## src/rtl/load_store_unit.sv

```systemverilog
// Load/store unit: turns one pipeline memory request into one or two word-aligned memory beats,
// handling misaligned splits, lane positioning and load sign/zero extension.
// iInstructionType: 1 = LOAD, 2 = STORE, others ignored.
// iMemoryInstructionType (funct3 style): 0 B, 1 H, 2 W, 4 BU, 5 HU; any other value is a word.
module load_store_unit #(
  parameter int unsigned DATA_WIDTH = 32
) (
  input  logic                  iClk,
  input  logic                  iRstN,
  input  logic                  iReqValid,
  output logic                  oReqReady,
  input  logic [1:0]            iInstructionType,
  input  logic [2:0]            iMemoryInstructionType,
  input  logic [31:0]           iAddress,
  input  logic [DATA_WIDTH-1:0] iStoreData,
  output logic                  oRespValid,
  output logic [DATA_WIDTH-1:0] oLoadData,
  output logic                  oBusy,
  output logic                  oMemReqValid,
  input  logic                  iMemReqReady,
  output logic                  oMemWriteEn,
  output logic [31:0]           oMemAddr,
  output logic [3:0]            oMemByteEn,
  output logic [DATA_WIDTH-1:0] oMemWData,
  input  logic                  iMemRespValid,
  input  logic [DATA_WIDTH-1:0] iMemRData
);

  localparam logic [1:0] InstrLoad  = 2'd1;
  localparam logic [1:0] InstrStore = 2'd2;

  typedef enum logic [2:0] {StIdle, StIssue1, StWait1, StIssue2, StWait2, StDone} state_e;

  state_e                  state_q;
  logic                    is_store_q;
  logic [2:0]              sub_q;
  logic [31:0]             addr_q;
  logic [DATA_WIDTH-1:0]   wdata_hi_q;
  logic [3:0]              be_hi_q;
  logic [DATA_WIDTH-1:0]   r1_q;
  logic [DATA_WIDTH-1:0]   load_data_q;
  logic                    mem_valid_q;
  logic                    mem_we_q;
  logic [31:0]             mem_addr_q;
  logic [3:0]              mem_be_q;
  logic [DATA_WIDTH-1:0]   mem_wdata_q;
  logic                    resp_valid_q;

  logic [7:0]              in_mask;
  logic [2*DATA_WIDTH-1:0] in_shift;
  logic                    is_mem_op;
  logic                    split;

  // Byte-lane mask across two consecutive words; size depends only on the low subtype bits.
  function automatic logic [7:0] lane_mask(input logic [2:0] sub, input logic [1:0] off);
    logic [7:0] base;
    unique case (sub[1:0])
      2'd0:    base = 8'b0000_0001;
      2'd1:    base = 8'b0000_0011;
      default: base = 8'b0000_1111;
    endcase
    return base << off;
  endfunction

  function automatic logic [DATA_WIDTH-1:0] load_ext(input logic [2*DATA_WIDTH-1:0] raw,
                                                     input logic [1:0] off,
                                                     input logic [2:0] sub);
    logic [DATA_WIDTH-1:0] l;
    logic [DATA_WIDTH-1:0] res;
    l = DATA_WIDTH'(raw >> {off, 3'b000});
    unique case (sub)
      3'd0:    res = {{(DATA_WIDTH-8){l[7]}}, l[7:0]};
      3'd4:    res = {{(DATA_WIDTH-8){1'b0}}, l[7:0]};
      3'd1:    res = {{(DATA_WIDTH-16){l[15]}}, l[15:0]};
      3'd5:    res = {{(DATA_WIDTH-16){1'b0}}, l[15:0]};
      default: res = l;
    endcase
    return res;
  endfunction

  always_comb begin
    in_mask   = lane_mask(iMemoryInstructionType, iAddress[1:0]);
    in_shift  = {{DATA_WIDTH{1'b0}}, iStoreData} << {iAddress[1:0], 3'b000};
    is_mem_op = (iInstructionType == InstrLoad) || (iInstructionType == InstrStore);
    split     = |be_hi_q;
  end

  always_ff @(posedge iClk) begin
    if (!iRstN) begin
      state_q      <= StIdle;
      is_store_q   <= 1'b0;
      sub_q        <= '0;
      addr_q       <= '0;
      wdata_hi_q   <= '0;
      be_hi_q      <= '0;
      r1_q         <= '0;
      load_data_q  <= '0;
      mem_valid_q  <= 1'b0;
      mem_we_q     <= 1'b0;
      mem_addr_q   <= '0;
      mem_be_q     <= '0;
      mem_wdata_q  <= '0;
      resp_valid_q <= 1'b0;
    end else begin
      resp_valid_q <= 1'b0;
      unique case (state_q)
        StIdle: begin
          if (iReqValid && is_mem_op) begin
            is_store_q  <= (iInstructionType == InstrStore);
            sub_q       <= iMemoryInstructionType;
            addr_q      <= iAddress;
            wdata_hi_q  <= in_shift[2*DATA_WIDTH-1:DATA_WIDTH];
            be_hi_q     <= in_mask[7:4];
            mem_valid_q <= 1'b1;
            mem_we_q    <= (iInstructionType == InstrStore);
            mem_addr_q  <= {iAddress[31:2], 2'b00};
            mem_be_q    <= in_mask[3:0];
            mem_wdata_q <= in_shift[DATA_WIDTH-1:0];
            state_q     <= StIssue1;
          end
        end
        StIssue1, StIssue2: begin
          if (iMemReqReady) begin
            mem_valid_q <= 1'b0;
            mem_we_q    <= 1'b0;
            mem_addr_q  <= '0;
            mem_be_q    <= '0;
            mem_wdata_q <= '0;
            state_q     <= (state_q == StIssue1) ? StWait1 : StWait2;
          end
        end
        StWait1: begin
          if (iMemRespValid) begin
            r1_q <= iMemRData;
            if (split) begin
              mem_valid_q <= 1'b1;
              mem_we_q    <= is_store_q;
              mem_addr_q  <= {addr_q[31:2] + 30'd1, 2'b00};
              mem_be_q    <= be_hi_q;
              mem_wdata_q <= wdata_hi_q;
              state_q     <= StIssue2;
            end else begin
              if (!is_store_q) begin
                load_data_q <= load_ext({{DATA_WIDTH{1'b0}}, iMemRData}, addr_q[1:0], sub_q);
              end
              state_q <= StDone;
            end
          end
        end
        StWait2: begin
          if (iMemRespValid) begin
            if (!is_store_q) begin
              load_data_q <= load_ext({iMemRData, r1_q}, addr_q[1:0], sub_q);
            end
            state_q <= StDone;
          end
        end
        StDone: begin
          resp_valid_q <= 1'b1;
          state_q      <= StIdle;
        end
        default: state_q <= StIdle;
      endcase
    end
  end

  assign oReqReady    = (state_q == StIdle) && iRstN;
  assign oBusy        = (state_q != StIdle);
  assign oRespValid   = resp_valid_q;
  assign oLoadData    = load_data_q;
  assign oMemReqValid = mem_valid_q;
  assign oMemWriteEn  = mem_we_q;
  assign oMemAddr     = mem_addr_q;
  assign oMemByteEn   = mem_be_q;
  assign oMemWData    = mem_wdata_q;

endmodule

```

## config.mk

```make
export PLATFORM = sky130hd
export DESIGN_NAME = load_store_unit
export DESIGN_NICKNAME = d
export VERILOG_FILES = /design/src/rtl/load_store_unit.sv
export SDC_FILE = /design/constraint.sdc
export NUM_CORES = 1
export LEC_CHECK = 0
export CAP_MARGIN = 15
export CORE_MARGIN = 3
export CORE_UTILIZATION = 52
export DETAILED_ROUTE_END_ITERATION = 8
export PLACE_DENSITY = 0.81
export SLEW_MARGIN = 15
export SYNTH_ARGS = -nofsm -noshare
export SYNTH_HDL_FRONTEND = slang
export SYNTH_SLANG_ARGS = --single-unit
```

## constraint.sdc

```tcl
create_clock -name iClk -period 2.79 [get_ports iClk]
set_input_delay 0.6975 -clock iClk [delete_from_list [all_inputs] [get_ports iClk]]
set_output_delay 0.6975 -clock iClk [all_outputs]
set_load 0.02 [all_outputs]
```

# Yosys cells after proc, flatten, opt, wreduce, memory -nomap -nowiden
# Cells that the tools add are included.
[word_totals]
regBits = 210
latch_bits = 0
ramBits = 0
rom_bits = 0
out_inout_bits = 105
elab_cells = 94
n_memories = 0
[op_classes]
add_sub_neg = 1
mul = 0
n_div = 0
n_lt_le_gt_ge = 0
eq_ne = 19
n_shift = 4
n_mux = 40
bitwise = 0
n_reduce_logical = 16
[ops]
columns = ["op", "n"]
rows = [
  ["32-bit 2-to-1 mux", 12],
  ["32-bit one-hot mux with 4 select lines", 2],
  ["32-bit one-hot mux with 3 select lines", 2],
  ["32-bit one-hot mux with 2 select lines", 1],
  ["32-bit by 5-bit << shifter with 64-bit output", 1],
  ["64-bit by 5-bit >> shifter with 32-bit output", 1],
  ["32-bit by 5-bit >> shifter with 32-bit output", 1],
  ["30-bit by 1-bit adder with 30-bit output, second input constant", 1],
  ["3-bit 2-to-1 mux", 6],
  ["4-bit 2-to-1 mux", 4],
  ["2-bit != test, second input constant", 8],
  ["3-bit == test, second input constant", 4],
  ["3-bit one-hot mux with 4 select lines", 1],
  ["4-bit one-hot mux with 3 select lines", 1],
  ["1-bit 2-to-1 mux", 8],
  ["4-bit one-hot mux with 2 select lines", 1],
  ["8-bit by 2-bit << shifter with 8-bit output", 1],
  ["3-bit by 1-bit == test with 1-bit output, second input constant", 2],
  ["3-bit by 2-bit == test with 1-bit output, second input constant", 2],
  ["3-bit zero test", 2],
  ["1-bit one-hot mux with 3 select lines", 2],
  ["6-bit AND reduction", 1],
  ["3-bit nonzero test", 2],
  ["5-bit AND reduction", 1],
  ["other kinds (10)", 13],
]

# Logic depth before layout (Yosys ltp)
[logic_depth]
word_depth = 6
depth_mapped = 9
mapped_depth_nobuf = 7

# Worst setup path before layout
# No wires, ideal clock.
[synth_path]
kind = "input-to-reg"
startpoint = "in iInstructionType[0]"
endpoint = "reg mem_wdata_q[24], in the netlist oMemWData[24]"
arrival_time_ns = 2.297
setup_slack_ns = 0.423
path_stages = 9
path_buffers = 2
cell_sequence = "inv_1 -> ha_1 -> nand2b_1 -> a221oi_2 -> and2_1 -> buf_2 -> buf_2 -> o2111ai_1 -> a21oi_1"
[synth_between]
elab_chain_len = 5
elab_cells_between_ends = 6
[synth_lines]
columns = ["item", "line", "source"]
rows = [
  ["start, declared", "12", "input logic [1:0] iInstructionType,"],
  ["2-bit by 1-bit == test with 1-bit output / 2-bit == test (equally long branches)", "84", "is_mem_op = (iInstructionType == InstrLoad) || (iInstructionType == InstrStore);"],
  ["1-bit logical OR *", "84", ""],
  ["1-bit logical AND *", "108", "if (iReqValid && is_mem_op) begin"],
  ["2-bit != test (no source line) *", "-", ""],
  ["5-bit AND reduction (no source line) *", "-", ""],
  ["end signal, assigned", "118", "mem_wdata_q <= in_shift[DATA_WIDTH-1:0];"],
  ["end signal, assigned", "140", "mem_wdata_q <= wdata_hi_q;"],
  ["end, declared", "46", "logic [DATA_WIDTH-1:0] mem_wdata_q;"],
]
# Mark *: on every way between the ends. The rest lies on a longest branch, timed or not.
# A chain may end at the register's enable or synchronous reset.

# Worst setup path in the final report
[layout_path]
startpoint = "in iRstN"
endpoint = "out oReqReady"
[layout_between]
elab_chain_len = 1
[layout_lines]
columns = ["item", "line", "source"]
rows = [
  ["start, declared", "9", "input logic iRstN,"],
  ["1-bit logical AND", "167", "assign oReqReady = (state_q == StIdle) && iRstN;"],
  ["end, declared", "11", "output logic oReqReady,"],
]
# No other way between the ends.

==> metrics.md <==
| Metric | Value |
|---|---|
| Adder-cell share of the synthesized area | `0.240%` |
| Core Area | `0.0196 mm^2` |
| Clock insertion delay at the later pin of the skew report | `0.43 ns` |
| Post-synthesis simple-gate area fraction | `20.3%` |
| CTS H-tree lvls | `4` |
| Delay-heaviest family, CP | `buffers and inverters` |
| Hold-fix buffers, CTS | `0` |
| Status | `finished clean` |
| Pleak | `4.73 nW` |
| Synth unique cells | `63` |
| Sequential cell area | `0.00399 mm^2` |
| Nets | `1534` |
| Post-CTS Resized | `2` |
| Top post-synthesis cells by area | `dfxtp_1, nand2_1, mux4_2, a21oi_1, mux2i_1` |
| Psw | `3.72 mW` |
| Final hold violations | `0` |
| Row count | `51` |
| Root buffer cell | `clkbuf_16` |
| Flop-to-flop setup slack | `0.41 ns` |
| Crit path launch type | `input pin` |
| Xor/xnor share of the synthesized area | `1.01%` |
| Critical Path End Type | `output port` |
| Critical path, cell by cell | `clkdlybuf4s50_1, inv_4, nor2_1, buf_4, dlygate4sd2_1` |
| Clock slew at reported path FFs | `0.07 ns` |
| Req. time, crit path | `2.09 ns` |
| RSZ-0062 raised after global routing | `false` |
| Final min period | `2.54 ns` |
| Post-synth top flop | `dfxtp_1` |
| Cell Int Power | `6.43 mW` |
| CP Data Arrival Time | `1.84 ns` |
| Horiz. Die Dim | `148 um` |
| Number of max-cap violations | `0` |
| Total Wirelength | `33100 um` |
| Placed insts | `1672` |
| Multi-input logic area | `0.00590 mm^2` |
| Antenna cells | `0` |
| Yosys warnings | `0` |
| Max Fclk | `0.394 GHz` |
| Port bufs | `208` |
| Hold Crit Class | `register to register` |
| Share of the synthesized area in the top cell type | `38.2%` |
| First-pass GRT wire length | `52600 um` |
| EDFF count, synth | `0` |
| Main combinational cell family by area after synthesis | `compound AO/OA/AOI/OAI gates` |
| Cell accounting for the most synthesized area | `dfxtp_1` |
| Mux share of post-synthesis cell area | `13.9%` |
| Net Sw Frac | `36.6%` |
| Worst-Margin Slew | `1.06 ns` |
| Fin cells | `1704` |
| Die ar. | `0.0218 mm^2` |
| Final ANT Viol Nets | `0` |
| Final core occ | `68.9%` |
| Seq cells post-synth | `199` |
| Largest net degree at the start of global routing | `98` |
| Vias/cell | `6.18` |
| Syn avg cell area | `8.31 um^2` |
| Grt total ovfl | `0` |
| Final worst setup slack | `0.254 ns` |
| Worst slack at placement | `-0.159 ns` |
| PwrDens | `752 mW/mm^2` |
| Commonest non-fill, non-tap cell in the layout | `nand2_1` |
| Fill cell count | `1579` |
| Rel. slew slack | `29.1%` |
| Final Cycle Share | `90.9%` |
| Post-DP HPWL | `23300 um` |
| Compound-Gate Fraction of Synth Area | `20.8%` |
| Crit Path Class | `input pin to output port` |
| Slowest stage delay, CP | `0.52 ns` |
| Postcts setup bufs | `0` |
| Initial antenna violation count | `0` |
| Number of buffers created by CTS | `17` |
| CTS Buffer Depth | `2` |
| Initial Utilization | `53.2%` |
| Most frequent cells in the layout | `nand2_1, clkdlybuf4s50_1, dfxtp_1` |
| Post-Syn Area | `0.0104 mm^2` |
| Highest-delay cell along the critical path | `clkdlybuf4s50_1` |
| Fin. max-slew vios | `0` |
| Final clock skew | `0.0120 ns` |
| Clock Sinks | `199` |
| Die H | `148 um` |
| Io pins | `211` |
| Final Setup Violations | `0` |
| Synth Instances | `1255` |
| Layout cell share with drive strength beyond 1 | `11.9%` |
| Combinational cell fraction of total power | `38.9%` |
| DR iter-0 viols | `1025` |
| Crit path max fanout | `2` |
| Part of the Yosys area used for sequential elements | `38.2%` |
| Max IR drop VDD | `0.000547 V` |
| Via count | `10500` |
| Post-route setup TNS | `0 ns` |
| Asr flop ratio synth | `0%` |
| Layout Area Growth over Synthesis | `29.4%` |
| Global placer's final weighted congestion | `0.912` |
| Sequential Power Share | `35.8%` |
| CTS tree | `built` |
| DRC | `0` |
| Worst Path Buf+Inv | `4` |
| Vias in the first global route | `9941` |
| Pre-Repair DR Iteration Count | `7` |
| Clock share of power | `25.3%` |
| Total GRT Usage | `29.8%` |
| Avg WL per Cell | `19.4 um` |
-- per-layer routing --
layer | global-route usage [%] | part of all wire, % | up-vias
li1 | - | - | 4875
met1 | 39.2 | 40 | 4997
met2 | 47.9 | 47 | 579
met3 | 6.22 | 9.3 | 77
met4 | 12.2 | 3.5 | 0
met5 | 0 | 0 | -
-- final timing paths --
kind	to	cells past startpoint	start
max	oReqReady	5	iRstN
min	r1_q[4]	2	r1_q[4]
max reg2reg	oMemAddr[18]	6	addr_q[2]
min reg2reg	r1_q[4]	2	r1_q[4]
-- flip-flops by register name (all words and copies together), names as in the netlist --
register	count
oRespValid	1
is_store_q	1
oLoadData	32
oMemByteEn	4
be_hi_q	3
oMemWriteEn	1
r1_q	32
oMemReqValid	1
addr_q	32
oMemAddr	30
oMemWData	32
wdata_hi_q	24
state_q	3
sub_q	3
-- kinds of logic after synthesis --
| group | after synthesis |
|---|---|
| simple gates | 487 |
| compound gates | 331 |
| flops | 199 |
| buf+inv | 126 |
| mux | 97 |
| xor+xnor | 12 |
| fa+ha+maj | 2 |
| other cells | 1 |
-- final cells by class --
| cell class | count | share of cell area [%] |
|---|---|---|
| Multi-Input combinational cell | 931 | 43.8 |
| Sequential cell | 199 | 29.5 |
| Timing Repair Buffer | 269 | 19.5 |
| Clock buffer | 19 | 3.28 |
| Tap cell | 265 | 2.46 |
| Clock inverter | 13 | 1.18 |
| Inverter | 8 | 0.241 |
-- power by group through the flow --
stage,Clock [mW],Combinational [mW],Sequential [mW]
2_1_floorplan,0,1.79,4.05
3_3_place_gp,0,3.84,3.68
3_5_place_dp,0,3.91,3.68
4_1_cts,2.57,3.94,3.63
5_1_grt,2.70,4.25,3.68
6_report,2.57,3.95,3.63
-- tightest hold or removal path, stage by stage (launching register included) --
cell and delay [ns]:
dfxtp_1 0.31, nand2_1 0.05, a21oi_1 0.05
-- Yosys cell counts, types with 9 or more instances --
library cell / instances
mux4_2: 36
a211oi_1: 21
nand3_1: 25
dfxtp_1: 199
a21oi_1: 144
o21ai_0: 50
nor3_1: 44
nand2_1: 260
nor2_1: 95
clkbuf_1: 78
mux2_2: 24
a21o_1: 9
mux2i_1: 37
buf_2: 21
a32o_1: 24
a221oi_1: 40
and2_1: 11
nor4_1: 9
-- through the flow --
step	hold WS (ns)	cell area, um^2	power [mW]
floorplan	0.432	10400	5.84
global placement	0.438	12900	7.52
detailed placement	0.443	12900	7.59
CTS	0.452	13500	10.1
global route	0.470	13500	10.6
finish	0.451	13500	10.1
Note: power is estimated with default switching activity, not from simulation.
==> variant 1 (same settings) <==
Set the parameter `DATA_WIDTH` to 24 (it was 32).
--- a/src/rtl/load_store_unit.sv
+++ b/src/rtl/load_store_unit.sv
@@ -3,7 +3,7 @@
 // iInstructionType: 1 = LOAD, 2 = STORE, others ignored.
 // iMemoryInstructionType (funct3 style): 0 B, 1 H, 2 W, 4 BU, 5 HU; any other value is a word.
 module load_store_unit #(
-  parameter int unsigned DATA_WIDTH = 32
+  parameter int unsigned DATA_WIDTH = 24
 ) (
   input  logic                  iClk,
   input  logic                  iRstN,
Ports: changed (resized iMemRData, iStoreData, oLoadData and oMemWData); port bits go from 211 to 179. The function was not compared with the original's and may differ.
==> variant 1 against the unedited design <==
  * Sequential cell count decreased by 24
  * Cell count fell by 12%
  * Clock power up 8.6%
  * Synthesized cell count decreased by 10%
  * Cell area fell by 13%
  * Routed wire length down 16%
  * Synthesized area down 13%
  * Critical path depth shrank 3
  * Setup slack better by 0.011 ns
  * Total power is 5.7% lower
  * Non-clock buffer count decreased by 49
  * Maximum frequency increased by 0.44%
  * Die area shrank 13%
  * Clock skew decreased by 0.0023 ns
  * Largest cell class unchanged
  * Highest routed layer unchanged
==> variant 1: results (changes against the unedited design) <==
- The worst clock skew is 0.00969 ns (-0.00229 ns).
- The first-pass iteration count of the detailed router is 8 (+1).
- The average cell area after synthesis is 8.00 um^2 (-3.7%).
- The leakage power figure is 4.10 nW (-13%).
- The initial antenna violation count is 1 (+1).
- The flow ran to the end, and the final reports show no timing, DRC or antenna violations.
- The worst vdd rail ir drop is 0.530 mV (-3.2%).
- The post-place setup slack is -0.103 ns (+0.0559 ns).
- The slew at the pin closest to its max-slew limit is 0.822 ns (-0.241 ns).
- The global routing usage summed across all routing layers is 28.9% (-0.82 points).
- The routed wire length per instance was 18.5 um (-4.6%).
- The area of placed instances is 0.0111 mm^2 (-14%).
- The instance count after placement with tap cells included is 1469 (-12%).
- The sum of met2 wire segment lengths after detailed routing is 12800 um (-18%).
- The number of filler cells placed in the layout is 1376 (-13%).
- The maximum number of pins on one net before global-route repair is 57 (-42%).
- After synthesis, the cell types taking the most area are dfxtp_1 (39%), nand2_1 (8.3%), a21oi_1 (7.5%).
- The wire length of the first global-routing pass is 44200 um (-16%).
- In the synthesized netlist, the cells that appear most often are nand2_1 (199), dfxtp_1 (175), a21oi_1 (136), nor2_1 (91), clkbuf_1 (71).
- The count of cell types in the netlist is 72 (+14%).
- The routed length on met1 came to 11700 um (-12%).
- The detailed-routed wire length on met3 was 2590 um (-16%).
- The fraction of final layout cells with drive strength greater than 1 is 9.22% (-2.7 points).
- The net count of the finished layout is 1360 (-11%).
- The post-cts resize count is 0 (-2).
## variant 1: worst max-delay path, stage by stage (launching register included)
cell and delay (ns):
dfxtp_1 0.31, or3_1 0.50, clkdlybuf4s50_1 0.59
## variant 1: area by class of cell
cell class                 instances  area, um^2  area share (%)
antenna                            1        2.50          0.0213
clock buffer                      22         494            4.20
clock inverter                     9         203            1.72
inverter                           8        32.5           0.277
multi-input combinational        846        5110            43.4
sequential                       175        3500            29.8
tap                              220         275            2.34
timing repair buffer             220        2140            18.2
## variant 1: kinds of logic (layout without fill, tap and decap cells)
kind of cell | count (synthesis) | after routing | synth area share, %
compound gates | 330 | 330 | 23.8
xor+xnor | 13 | 13 | 1.26
fa+ha+maj | 2 | 2 | 0.277
buf+inv | 110 | 259 | 5.04
flops | 175 | 175 | 38.8
mux | 75 | 75 | 9.40
other cells | 1 | 3 | 0.0415
simple gates | 424 | 424 | 21.4
## variant 1: per-layer routing
layer	track usage [%]	vias up
met5	0	-
met4	10.4	0
met3	5.91	64
met2	45.9	470
met1	39.2	4344
li1	-	4366
## variant 1: final timing paths
kind,start,depth (start not counted),to,slack [ns]
hold reg to reg,oLoadData[3],2,oLoadData[3],0.45
hold / removal,oLoadData[3],2,oLoadData[3],0.45
setup / recovery,state_q[2],2,oBusy,0.27
setup reg to reg,state_q[0],6,oMemWData[5],0.45
## variant 1: power breakdown
group          leakage (nW)  switching [mW]  internal [mW]  total, mW
logic                  2.33            1.99           1.51       3.49
clock network         0.342           0.991           1.80       2.79
registers              1.43           0.340           2.95       3.29
==> variant 2 (same settings) <==
Made on the original files. Make the reset (`iRstN`) asynchronous in one clocked block.
--- a/src/rtl/load_store_unit.sv
+++ b/src/rtl/load_store_unit.sv
@@ -85,7 +85,7 @@
     split     = |be_hi_q;
   end
 
-  always_ff @(posedge iClk) begin
+  always_ff @(posedge iClk or negedge iRstN) begin
     if (!iRstN) begin
       state_q      <= StIdle;
       is_store_q   <= 1'b0;
Behaviour: differs if iRstN is asserted again (counterexample within 4 cycles, from zero or initial values and one cycle with iRstN low); with iRstN held inactive, the same outputs for 4 cycles.
==> variant 2 against the unedited design <==
  * Hold slack improved by 0.022 ns
  * Critical path depth decreased by 3
  * Routed wire length down 3.9%
  * Sequential share of layout area up 6.2 points
  * Setup slack got worse by 0.088 ns
  * Global-route usage is 1.1 points lower
  * Combinational power grew 91%
  * Synthesized area rose by 4.4%
  * Synthesized cell count decreased by 8.4%
  * Cell area is 3.3% higher
  * Sequential cell count is the same
  * Sequential power grew 45%
  * Total power is 50% higher
  * Cell count down 5.3%
  * Critical path type is now reg -> out
  * Largest power group unchanged
  * Highest routed layer unchanged
==> variant 2: results (changes against the unedited design) <==
- The hold path startpoint is wdata_hi_q[14].
- The count of cell types in the netlist came to 66 (+4.8%).
- The global routing usage summed across all routing layers came to 28.6% (-1.1 points).
- The number of global-route vias before repair was 9631 (-3.1%).
- The internal reg-to-reg setup slack was 0.48 ns (+0.07 ns).
- The capture instance of the worst register-to-register path is r1_q[18].
- The violation count after the first detailed-route iteration is 867 (-15%).
- The worst-case hold slack is 0.474 ns (+0.0223 ns).
- The sum of met2 wire segment lengths after detailed routing is 14800 um (-4.8%).
- Yosys attributes the largest share of cell area to dfrtp_1 (46%), nand2_1 (8.5%), mux2i_1 (5.1%).
- The share of synthesized flip-flops with an asynchronous set or reset came to 100% (+100 points).
- The detailed-routed wire length on met3 is 2790 um (-9.9%).
- Ranked by instance count, the synthesized netlist is headed by nand2_1 (248), dfrtp_1 (199), nor2_1 (91), a21oi_1 (63), mux2i_1 (55).
- The post-place setup slack came to -0.178 ns (-0.0187 ns).
- The detailed-route wire length is 31800 um (-3.9%).
- The arithmetic-cell share of the synthesized area counting full adders, half adders and majority gates was 0.230% (-0.010 points).
- The switching power share of the total is 42.4% (+5.8 points).
- The run finished with clean final reports.
- The number of failing hold endpoints at the final stage was 0 (unchanged).
- The xor-xnor portion of the synthesized cell area is 2.17% (+1.2 points).
- The maximum clock frequency is 381 MHz (-3.4%).
- The power drawn by the sequential cells is 5.26 mW (+45%).
- The instance count after placement with tap cells included is 1581 (-5.4%).
- For hold timing, the worst endpoint is wdata_hi_q[14].
- The combinational power is 7.55 mW (+91%).
- The routed wire length per instance is 19.7 um (+1.5%).
- The multiplexer share of the synthesized area is 13.6% (-0.35 points).
- The worst vdd rail ir drop is 0.757 mV (+38%).
- The net count of the finished layout is 1438 (-6.3%).
- The worst setup path endpoint is oBusy.
- The worst register-to-register path begins at state_q[2].
- The worst slew margin relative to its limit is 28.3% (-0.83 points).
- The area of placed instances is 0.0134 mm^2 (+3.7%).
- The worst min-delay path category is reg -> reg.
- The critical path startpoint is state_q[0].
- The post-cts resize count is 1 (-1).
- The weighted congestion reported at the end of routability-driven placement is 0.926 (+1.6%).
- The fraction of final layout cells with drive strength greater than 1 was 12.1% (+0.18 points).
- The average vias per placed instance is 6.05 (-2.1%).
- The sequential share of the synthesized area is 45.7% (+7.5 points).
- The total half-perimeter wirelength after legalization and detailed placement came to 22200 um (-4.8%).
- The first-pass iteration count of the detailed router was 6 (-1).
- The wire length of the first global-routing pass is 51100 um (-2.9%).
- The synthesized-area fraction occupied by ao, oa, aoi and oai cells came to 15.5% (-5.3 points).
- The number of warnings printed during yosys synthesis is 0 (unchanged).
- The maximum number of pins on one net before global-route repair is 200 (+100%).
- The worst clock skew was 0.0121 ns (+0.0000948 ns).
- The total net switching power came to 6.45 mW (+74%).
- The largest fanout on the critical path is 4 (+2).
- The data arrival time of the worst path is 1.93 ns (+0.09 ns).
- In this run the clock root is driven by a clkbuf_16.
- The average cell area after synthesis was 9.47 um^2 (+14%).
- The routed length on met1 is 13300 um (-0.41%).
- The leakage power figure is 5.87 nW (+24%).
==> variant 2: cell count changes after synthesis, sizes merged, moves of 18 or more <==
cell,change
mux2i,+18
dfrtp,+199
clkbuf,-36
nor3,-31
mux2,+28
a21oi,-81
a32o,-23
mux4,-21
dfxtp,-199
==> variant 2: final cells by class <==
type / instances / area (um^2)
repair buffers: 251 / 2550
multi-input cells: 855 / 5470
clock buffers: 17 / 425
fillers: 1599 / 6500
flip-flops and latches: 199 / 4980
inverters: 6 / 22.5
well taps: 270 / 338
clock inverters: 15 / 141
==> variant 2: critical path, stage by stage, from the launching register on <==
cell and delay [ns]:
dfrtp_1 0.37, or3_1 0.47, clkdlybuf4s50_1 0.65
==> variant 2: layer usage <==
metal | GRT usage (%) | vias up
met5 | 0 | -
met4 | 11.1 | 0
met3 | 6.14 | 71
met2 | 44.6 | 479
met1 | 39.5 | 4762
li1 | - | 4446
